$ cat src/rtl/tpu_apb_pkg.sv
// Shared APB definitions for the cfg-register initiator.
// - APB_ADDR_W / APB_DATA_W : default address/data widths (REG_ADDRWIDTH / REG_DATAWIDTH)
// - apb_state_e             : initiator phase (IDLE / SETUP / ACCESS)
// - apb_cmd_t               : queued command {write, addr, wdata} at default widths
package tpu_apb_pkg;

  localparam int APB_ADDR_W = 8;
  localparam int APB_DATA_W = 32;

  typedef enum logic [1:0] {
    IDLE   = 2'd0,
    SETUP  = 2'd1,
    ACCESS = 2'd2
  } apb_state_e;

  typedef struct packed {
    logic                  write;
    logic [APB_ADDR_W-1:0] addr;
    logic [APB_DATA_W-1:0] wdata;
  } apb_cmd_t;

endpackage

$ cat src/rtl/apb_cmd_fifo.sv
// Synchronous command FIFO with registered storage.
// Ports:
//   clk, reset     : clock, synchronous active-high reset (flushes the FIFO)
//   push, wdata    : write enable / entry to store (caller must not push when full)
//   pop, rdata     : read enable / head entry (valid when !empty)
//   full, empty    : occupancy flags
//   count          : number of stored entries
module apb_cmd_fifo #(
  parameter int WIDTH = 41,
  parameter int DEPTH = 4
) (
  input  logic                     clk,
  input  logic                     reset,
  input  logic                     push,
  input  logic [WIDTH-1:0]         wdata,
  input  logic                     pop,
  output logic [WIDTH-1:0]         rdata,
  output logic                     full,
  output logic                     empty,
  output logic [$clog2(DEPTH):0]   count
);

  localparam int AW = $clog2(DEPTH);

  logic [WIDTH-1:0] mem [DEPTH];
  // Pointers carry one extra wrap bit to tell full from empty.
  logic [AW:0]      wptr, rptr;

  always_ff @(posedge clk) begin
    if (reset) begin
      wptr <= '0;
      rptr <= '0;
    end else begin
      if (push) wptr <= wptr + 1'b1;
      if (pop)  rptr <= rptr + 1'b1;
    end
  end

  always_ff @(posedge clk) begin
    if (push) mem[wptr[AW-1:0]] <= wdata;
  end

  assign rdata = mem[rptr[AW-1:0]];
  assign empty = (wptr == rptr);
  assign full  = (wptr[AW] != rptr[AW]) && (wptr[AW-1:0] == rptr[AW-1:0]);
  assign count = wptr - rptr;

endmodule

$ cat src/rtl/apb_cmd_master.sv
// Command-driven APB initiator for the cfg register block.
// Commands are queued in a small FIFO and issued one APB transfer each, in
// order; every command yields exactly one response (rdata + err).
// Ports:
//   clk, reset                         : clock, synchronous active-high reset
//   cmd_valid/ready, cmd_write/addr/wdata : command push channel
//   rsp_valid/ready, rsp_write/rdata/err  : response channel
//   busy                               : queue non-empty, transfer active, or response pending
//   PADDR/PWRITE/PSEL/PENABLE/PWDATA   : APB requester outputs
//   PRDATA/PREADY                      : APB completer inputs
// Optional: define APB_MASTER_TIMEOUT_EN to abort ACCESS after TIMEOUT_CYCLES
// PREADY-low cycles (response carries rsp_err=1). Without it rsp_err is 0.
module apb_cmd_master
  import tpu_apb_pkg::*;
#(
  parameter int ADDR_WIDTH     = APB_ADDR_W,
  parameter int DATA_WIDTH     = APB_DATA_W,
  parameter int FIFO_DEPTH     = 4,
  parameter int TIMEOUT_CYCLES = 255
) (
  input  logic                  clk,
  input  logic                  reset,
  input  logic                  cmd_valid,
  output logic                  cmd_ready,
  input  logic                  cmd_write,
  input  logic [ADDR_WIDTH-1:0] cmd_addr,
  input  logic [DATA_WIDTH-1:0] cmd_wdata,
  output logic                  rsp_valid,
  input  logic                  rsp_ready,
  output logic                  rsp_write,
  output logic [DATA_WIDTH-1:0] rsp_rdata,
  output logic                  rsp_err,
  output logic                  busy,
  output logic [ADDR_WIDTH-1:0] PADDR,
  output logic                  PWRITE,
  output logic                  PSEL,
  output logic                  PENABLE,
  output logic [DATA_WIDTH-1:0] PWDATA,
  input  logic [DATA_WIDTH-1:0] PRDATA,
  input  logic                  PREADY
);

  localparam int CW = 1 + ADDR_WIDTH + DATA_WIDTH;

  apb_state_e                  state, state_n;
  logic                        push, pop, done, abort;
  logic                        full, empty;
  logic [CW-1:0]               head;
  logic [$clog2(FIFO_DEPTH):0] fifo_count;

  // No bypass: a full queue refuses even when it is popped this cycle.
  assign cmd_ready = !full && !reset;
  assign push      = cmd_valid && cmd_ready;

  apb_cmd_fifo #(.WIDTH(CW), .DEPTH(FIFO_DEPTH)) u_fifo (
    .clk   (clk),
    .reset (reset),
    .push  (push),
    .wdata ({cmd_write, cmd_addr, cmd_wdata}),
    .pop   (pop),
    .rdata (head),
    .full  (full),
    .empty (empty),
    .count (fifo_count)
  );

`ifdef APB_MASTER_TIMEOUT_EN
  localparam int TW = $clog2(TIMEOUT_CYCLES + 1);
  localparam logic [TW-1:0] TMO_LAST = TW'(TIMEOUT_CYCLES - 1);
  logic [TW-1:0] tcnt;

  always_ff @(posedge clk) begin
    if (reset)                          tcnt <= '0;
    else if (pop)                       tcnt <= '0;
    else if (state == ACCESS && !PREADY) tcnt <= tcnt + 1'b1;
  end
`else
  logic unused_tmo;
  assign unused_tmo = ^TIMEOUT_CYCLES;
`endif

  always_ff @(posedge clk) begin
    if (reset) state <= IDLE;
    else       state <= state_n;
  end

  always_comb begin
    state_n = state;
    pop     = 1'b0;
    done    = 1'b0;
    abort   = 1'b0;
    case (state)
      IDLE: begin
        // A pending unconsumed response holds off the next transfer.
        if (!empty && (!rsp_valid || rsp_ready)) begin
          pop     = 1'b1;
          state_n = SETUP;
        end
      end
      SETUP:  state_n = ACCESS;
      ACCESS: begin
        if (PREADY) begin
          done    = 1'b1;
          state_n = IDLE;
        end
`ifdef APB_MASTER_TIMEOUT_EN
        // This low-PREADY cycle would bring the count to the limit.
        else if (tcnt == TMO_LAST) begin
          abort   = 1'b1;
          state_n = IDLE;
        end
`endif
      end
      default: state_n = IDLE;
    endcase
  end

  always_ff @(posedge clk) begin
    if (reset) begin
      PADDR     <= '0;
      PWRITE    <= 1'b0;
      PWDATA    <= '0;
      rsp_valid <= 1'b0;
      rsp_write <= 1'b0;
      rsp_rdata <= '0;
      rsp_err   <= 1'b0;
    end else begin
      if (pop) begin
        PWRITE <= head[CW-1];
        PADDR  <= head[CW-2 -: ADDR_WIDTH];
        PWDATA <= head[DATA_WIDTH-1:0];
      end
      if (done || abort) begin
        rsp_valid <= 1'b1;
        rsp_write <= PWRITE;
        rsp_rdata <= (done && !PWRITE) ? PRDATA : '0;
        rsp_err   <= abort;
      end else if (rsp_valid && rsp_ready) begin
        rsp_valid <= 1'b0;
      end
    end
  end

  assign PSEL    = (state != IDLE);
  assign PENABLE = (state == ACCESS);
  assign busy    = (fifo_count != '0) || (state != IDLE) || rsp_valid;

endmodule

$ cat config.mk
export PLATFORM = sky130hd
export DESIGN_NAME = apb_cmd_master
export DESIGN_NICKNAME = d
export VERILOG_FILES = /design/src/rtl/tpu_apb_pkg.sv /design/src/rtl/apb_cmd_fifo.sv /design/src/rtl/apb_cmd_master.sv
export SDC_FILE = /design/constraint.sdc
export NUM_CORES = 1
export LEC_CHECK = 0
export ABC_AREA = 1
export BUFFER_PORTS_ARGS = -buffer_cell sky130_fd_sc_hd__clkbuf_2
export CORE_UTILIZATION = 50
export CTS_BUF_LIST = sky130_fd_sc_hd__clkbuf_16
export CTS_CLUSTER_SIZE = 10
export DETAILED_ROUTE_END_ITERATION = 10
export HOLD_SLACK_MARGIN = 0.02
export PLACE_DENSITY = 0.8
export REMOVE_ABC_BUFFERS = 1
export SETUP_SLACK_MARGIN = 0.2
export SYNTH_ARGS = -nofsm -noshare
export SYNTH_HDL_FRONTEND = slang
export SYNTH_SLANG_ARGS = --single-unit
$ cat constraint.sdc
create_clock -name clk -period 4.1 [get_ports clk]
set_clock_uncertainty 0.05 [all_clocks]
set_input_delay 0.82 -clock clk [delete_from_list [all_inputs] [get_ports clk]]
set_output_delay 0.82 -clock clk [all_outputs]
set_load 0.03 [all_outputs]
-- Word level (Yosys, flattened, before mapping)
Memories as Yosys holds them, arrays and structs flattened. A register that Yosys moved wholly into a read port is not among the register bits.
Index checks and enable logic that the tools add are counted.
- mux-type cells: 12
- add/subtract/negate cells: 3
- reduce and logical (&&, ||, !) cells: 19
- equal/unequal tests: 7
- operators by type and width (operator ; count):
    32-bit two-way mux ; 1
    1-bit two-way mux ; 8
    3-bit by 1-bit adder with 3-bit output (second input constant) ; 2
    1-bit logical AND ; 6
    2-bit case mux with 3 select lines ; 1
    1-bit zero test ; 5
    2-bit two-way mux ; 2
    2-bit nonzero test ; 2
    3-bit == test ; 1
    1-bit logical OR ; 3
    3-bit nonzero test ; 1
    3-bit subtractor ; 1
    2-bit by 1-bit == test with 1-bit output (second input constant) ; 1
    2-bit == test ; 1
    2-bit == test (second input constant) ; 1
    2-bit zero test ; 1
    2-bit by 1-bit inequality test with 1-bit output (second input constant) ; 1
    2-bit inequality test (second input constant) ; 1
    2-bit AND reduction ; 1
    1-bit inequality test ; 1
- input bits: 78
- logic and storage cells: 48
- bits in writable memories: 164
- output and inout bits: 80
- memories: 1
- bits in registers: 42
- memory list (name ; depth ; bits a word ; rd ports ; clocked after memory_dff ; wr ports ; line ; source):
    u_fifo.mem ; 4 ; 41 ; 1 ; 1 ; 1 ; apb_cmd_fifo.sv:25 ; logic [WIDTH-1:0] mem [DEPTH];

-- Logic depth before layout (Yosys ltp)
- depth after elaboration: 7
- depth in mapped cells: 12

-- Modules after synthesis
From an unflattened synthesis, not the netlist that was laid out.
- cells, all modules: 1141
- area, all modules: 10496.3 µm²
- modules (own cells, without submodules) (module ; area each (µm²) ; seq. area each (µm²) ; cells each ; instances):
    apb_cmd_fifo ; 7403.4 ; 5084.9 ; 708 ; 1
    apb_cmd_master ; 3093.0 ; 1541.5 ; 433 ; 1

-- Worst setup path before layout
Ideal clock, no wire load.
- path type: register to register
- start: register u_fifo.rptr[1]
- end: memory u_fifo.mem[0][0], enable pin
- cell stages (with the launch flop): 10
- slack: 0.316 ns
- arrival time: 3.294 ns
- path buffers: 2
- path through: dfxtp_1 -> buf_2 -> clkbuf_1 -> inv_1 -> ha_1 -> nand2_1 -> inv_1 -> nand3_1 -> nand3_1 -> nor2_1
- cells in the longest elaborated chain, start to end: 7
- RTL lines (element ; line ; source):
    start, declared ; apb_cmd_fifo.sv:27 ; logic [AW:0] wptr, rptr;
    start signal, assigned ; apb_cmd_fifo.sv:35 ; if (pop) rptr <= rptr + 1'b1;
    2-bit == test ; apb_cmd_fifo.sv:45 ; assign full = (wptr[AW] != rptr[AW]) && (wptr[AW-1:0] == rptr[AW-1:0]);
    1-bit logical AND ; apb_cmd_fifo.sv:45 ;
    1-bit zero test ; apb_cmd_master.sv:52 ; assign cmd_ready = !full && !reset;
    1-bit logical AND ; apb_cmd_master.sv:52 ;
    1-bit logical AND ; apb_cmd_master.sv:53 ; assign push = cmd_valid && cmd_ready;
    1-bit two-way mux ; apb_cmd_fifo.sv:40 ; if (push) mem[wptr[AW-1:0]] <= wdata;
    1-bit two-way mux (implied by the code) ; apb_cmd_fifo.sv:40 ;
    end, declared ; apb_cmd_fifo.sv:25 ;
Every way passes these cells.

-- Worst setup path after layout
- start: register u_fifo.rptr[1]
- end: output port busy
- cells in the longest elaborated chain, start to end: 4
- RTL lines (element ; line ; source):
    3-bit subtractor ; apb_cmd_fifo.sv:46 ; assign count = wptr - rptr;
    3-bit nonzero test ; apb_cmd_master.sv:146 ; assign busy = (fifo_count != '0) || (state != IDLE) || rsp_valid;
    1-bit logical OR (2 in a row) ; apb_cmd_master.sv:146 ;
    end, declared ; apb_cmd_master.sv:33 ; output logic busy,
Every way passes these cells.

==> results_dict.tcl <==
set metrics [dict create \
    tightest_slew_ps 957 \
    ant_nets 0 \
    fmax_ghz 0.297 \
    hold_slack_ps 411 \
    drt_iter0_markers 364 \
    numCtsBuffers 28 \
    wirelength_um 20000 \
    synth.distinct_cells 26 \
    clk_latency_ps 540 \
    fin_cells 1318 \
    clk_pin_slew_ps 60 \
    vdd_drop_max_mv 0.404 \
    final_cell_mix "nor2_1 (209), edfxtp_1 (164), nand2_1 (161), clkbuf_2 (156), o21ai_0 (100)" \
    ys_ff_latch 247 \
    slew_viol_final 0 \
    cp-end-kind "output pin" \
    leakagePower_nw 4.54 \
    overflow 0 \
    rsz0062_at_grt "false" \
    cts_setup_buffers 0 \
    path_max_fanout 85 \
    critPathKind "reg2out" \
    syn_avg_cell_area_um2 10.3 \
    rows 50 \
    period_share 0.823 \
    status "complete, no violations" \
    die_h_um 140 \
    die_x_um 140 \
    clockBufferDepth 3 \
    drive_gt1_frac 0.195 \
    wl_per_cell_um 15.1 \
    cts_resized 0 \
    grt_pass1_vias 6390 \
    clock_sinks 247 \
    drtPass1Iterations 5 \
    yosysWarnings 0 \
    syn_inst 922 \
    grt_max_degree 87 \
    nets 1153 \
    relSlewSlack 0.362 \
    pre_cts_ws_ps 1270 \
    drc 0 \
    numPortBuffers 156 \
    worstPathArrival_ps 2500 \
    start_kind "flop" \
    place_inst 1271 \
    start_util 0.509 \
    post-route-min-period_ps 3370 \
    crit_required_ps 3230 \
    tritoncts "done" \
    synthesis.area_um2 9530 \
    track_usage 0.202 \
    gp_congestion 0.761 \
    dp_hpwl_um 11600 \
    hold_path_class "reg2reg" \
    layout_commonest_cell "nor2_1" \
    worst_slack_ps 727 \
    yosysSeqAreaShare 0.691 \
    syn_to_final_growth_pct 18.5 \
    grt_pass1_wl_um 31700 \
    root_buffer "clkbuf_16" \
    vias 6646 \
    ctsHoldBuffers 0 \
    viasPerCell 5.04 \
    h-tree-depth 1 \
    final_hold_viol_count 0 \
    ioPinCount 158 \
    core_area_um2 18700 \
    setup_viol 0 \
    die_area_um2 19600 \
    antenna_found_initial 1 \
    powerDensity_nw_per_um2 679 \
    drv_cap 0 \
]
==> cells by family after synthesis <==
| logic type | Yosys count | synth area share |
|---|---|---|
| adder cells (fa/ha/maj) | 8 | 0.0113 |
| AO/OA/AOI/OAI | 163 | 0.0860 |
| buffers and inverters | 109 | 0.0498 |
| flip-flops | 247 | 0.691 |
| AND/OR/NAND/NOR | 392 | 0.159 |
| other | 1 | 0.000394 |
| XOR/XNOR | 2 | 0.00184 |
==> routing by layer <==
layer	wire, um	part of all wire	global-route usage
met2	10100	0.51	0.361
met1	8330	0.42	0.247
met4	470	0.024	0.0694
met3	1080	0.054	0.0345
met5	0	0	0
==> registers in the layout (all words and copies together), names as in the netlist <==
register,cells
PWDATA,32
PADDR,8
u_fifo.mem,164
rsp_valid,1
rsp_rdata,32
state,2
rsp_write,1
u_fifo.rptr,3
u_fifo.wptr,3
PWRITE,1
==> final timing paths <==
check / start / endpoint / slack (ps) / depth (start not counted)
worst max-delay path: u_fifo.rptr[1] / busy / 730 / 6
worst min-delay path: rsp_write / rsp_write / 410 / 2
worst max register to register: u_fifo.wptr[0] / u_fifo.mem[3][24] / 1320 / 8
worst min register to register: rsp_write / rsp_write / 410 / 2
==> where the power goes <==
part	internal [W]	switching, W
clock network	0.00122	0.000902
registers	0.00295	0.000143
logic	0.000700	0.00175
total	0.00487	0.00279
==> synthesized netlist by cell type <==
library cell | number | share of area
a211oi_1 | 1 | 0.00079
a21oi_1 | 37 | 0.019
a31oi_1 | 1 | 0.00066
and3_1 | 1 | 0.00066
buf_2 | 19 | 0.010
buf_4 | 1 | 0.00079
buf_6 | 5 | 0.0059
clkbuf_1 | 27 | 0.011
conb_1 | 1 | 0.00039
dfxtp_1 | 83 | 0.17
edfxtp_1 | 164 | 0.52
fa_1 | 1 | 0.0021
ha_1 | 7 | 0.0092
inv_1 | 56 | 0.022
inv_2 | 1 | 0.00039
nand2_1 | 161 | 0.063
nand2_2 | 3 | 0.0020
nand3_1 | 8 | 0.0042
nand4_1 | 2 | 0.0013
nor2_1 | 213 | 0.084
nor2_2 | 1 | 0.00066
nor2_4 | 2 | 0.0024
o21ai_0 | 100 | 0.053
o21ai_1 | 24 | 0.013
or2_4 | 1 | 0.00092
xor2_1 | 2 | 0.0018
==> worst max-delay path, stage by stage, from the launching register on <==
cell and delay, ps:
dfxtp_2 330, buf_4 670, fa_1 550, nand3_1 90, nor2_1 50, nand2_1 80, clkbuf_2 210
==> final cells by class <==
class | count | area, um2
antenna | 1 | 2.50
sequential | 247 | 6590
inverter | 57 | 214
multi-input combinational | 566 | 2500
clock buffer | 28 | 701
tap | 234 | 293
clock inverter | 18 | 93.8
timing repair buffer | 167 | 888
fill | 1491 | 7420
==> stage by stage <==
stage	instance area (um2)	utilization	power, W	setup TNS [ps]
final	11300	0.603	0.00766	0
after floorplan	9270	-	0.00486	-78580
after CTS	11300	0.603	0.00774	0
after global placement	10500	0.561	0.00551	0
after detailed placement	10500	0.561	0.00559	0
after global routing	11300	0.603	0.00814	0
(Power assumes the default switching activity.)
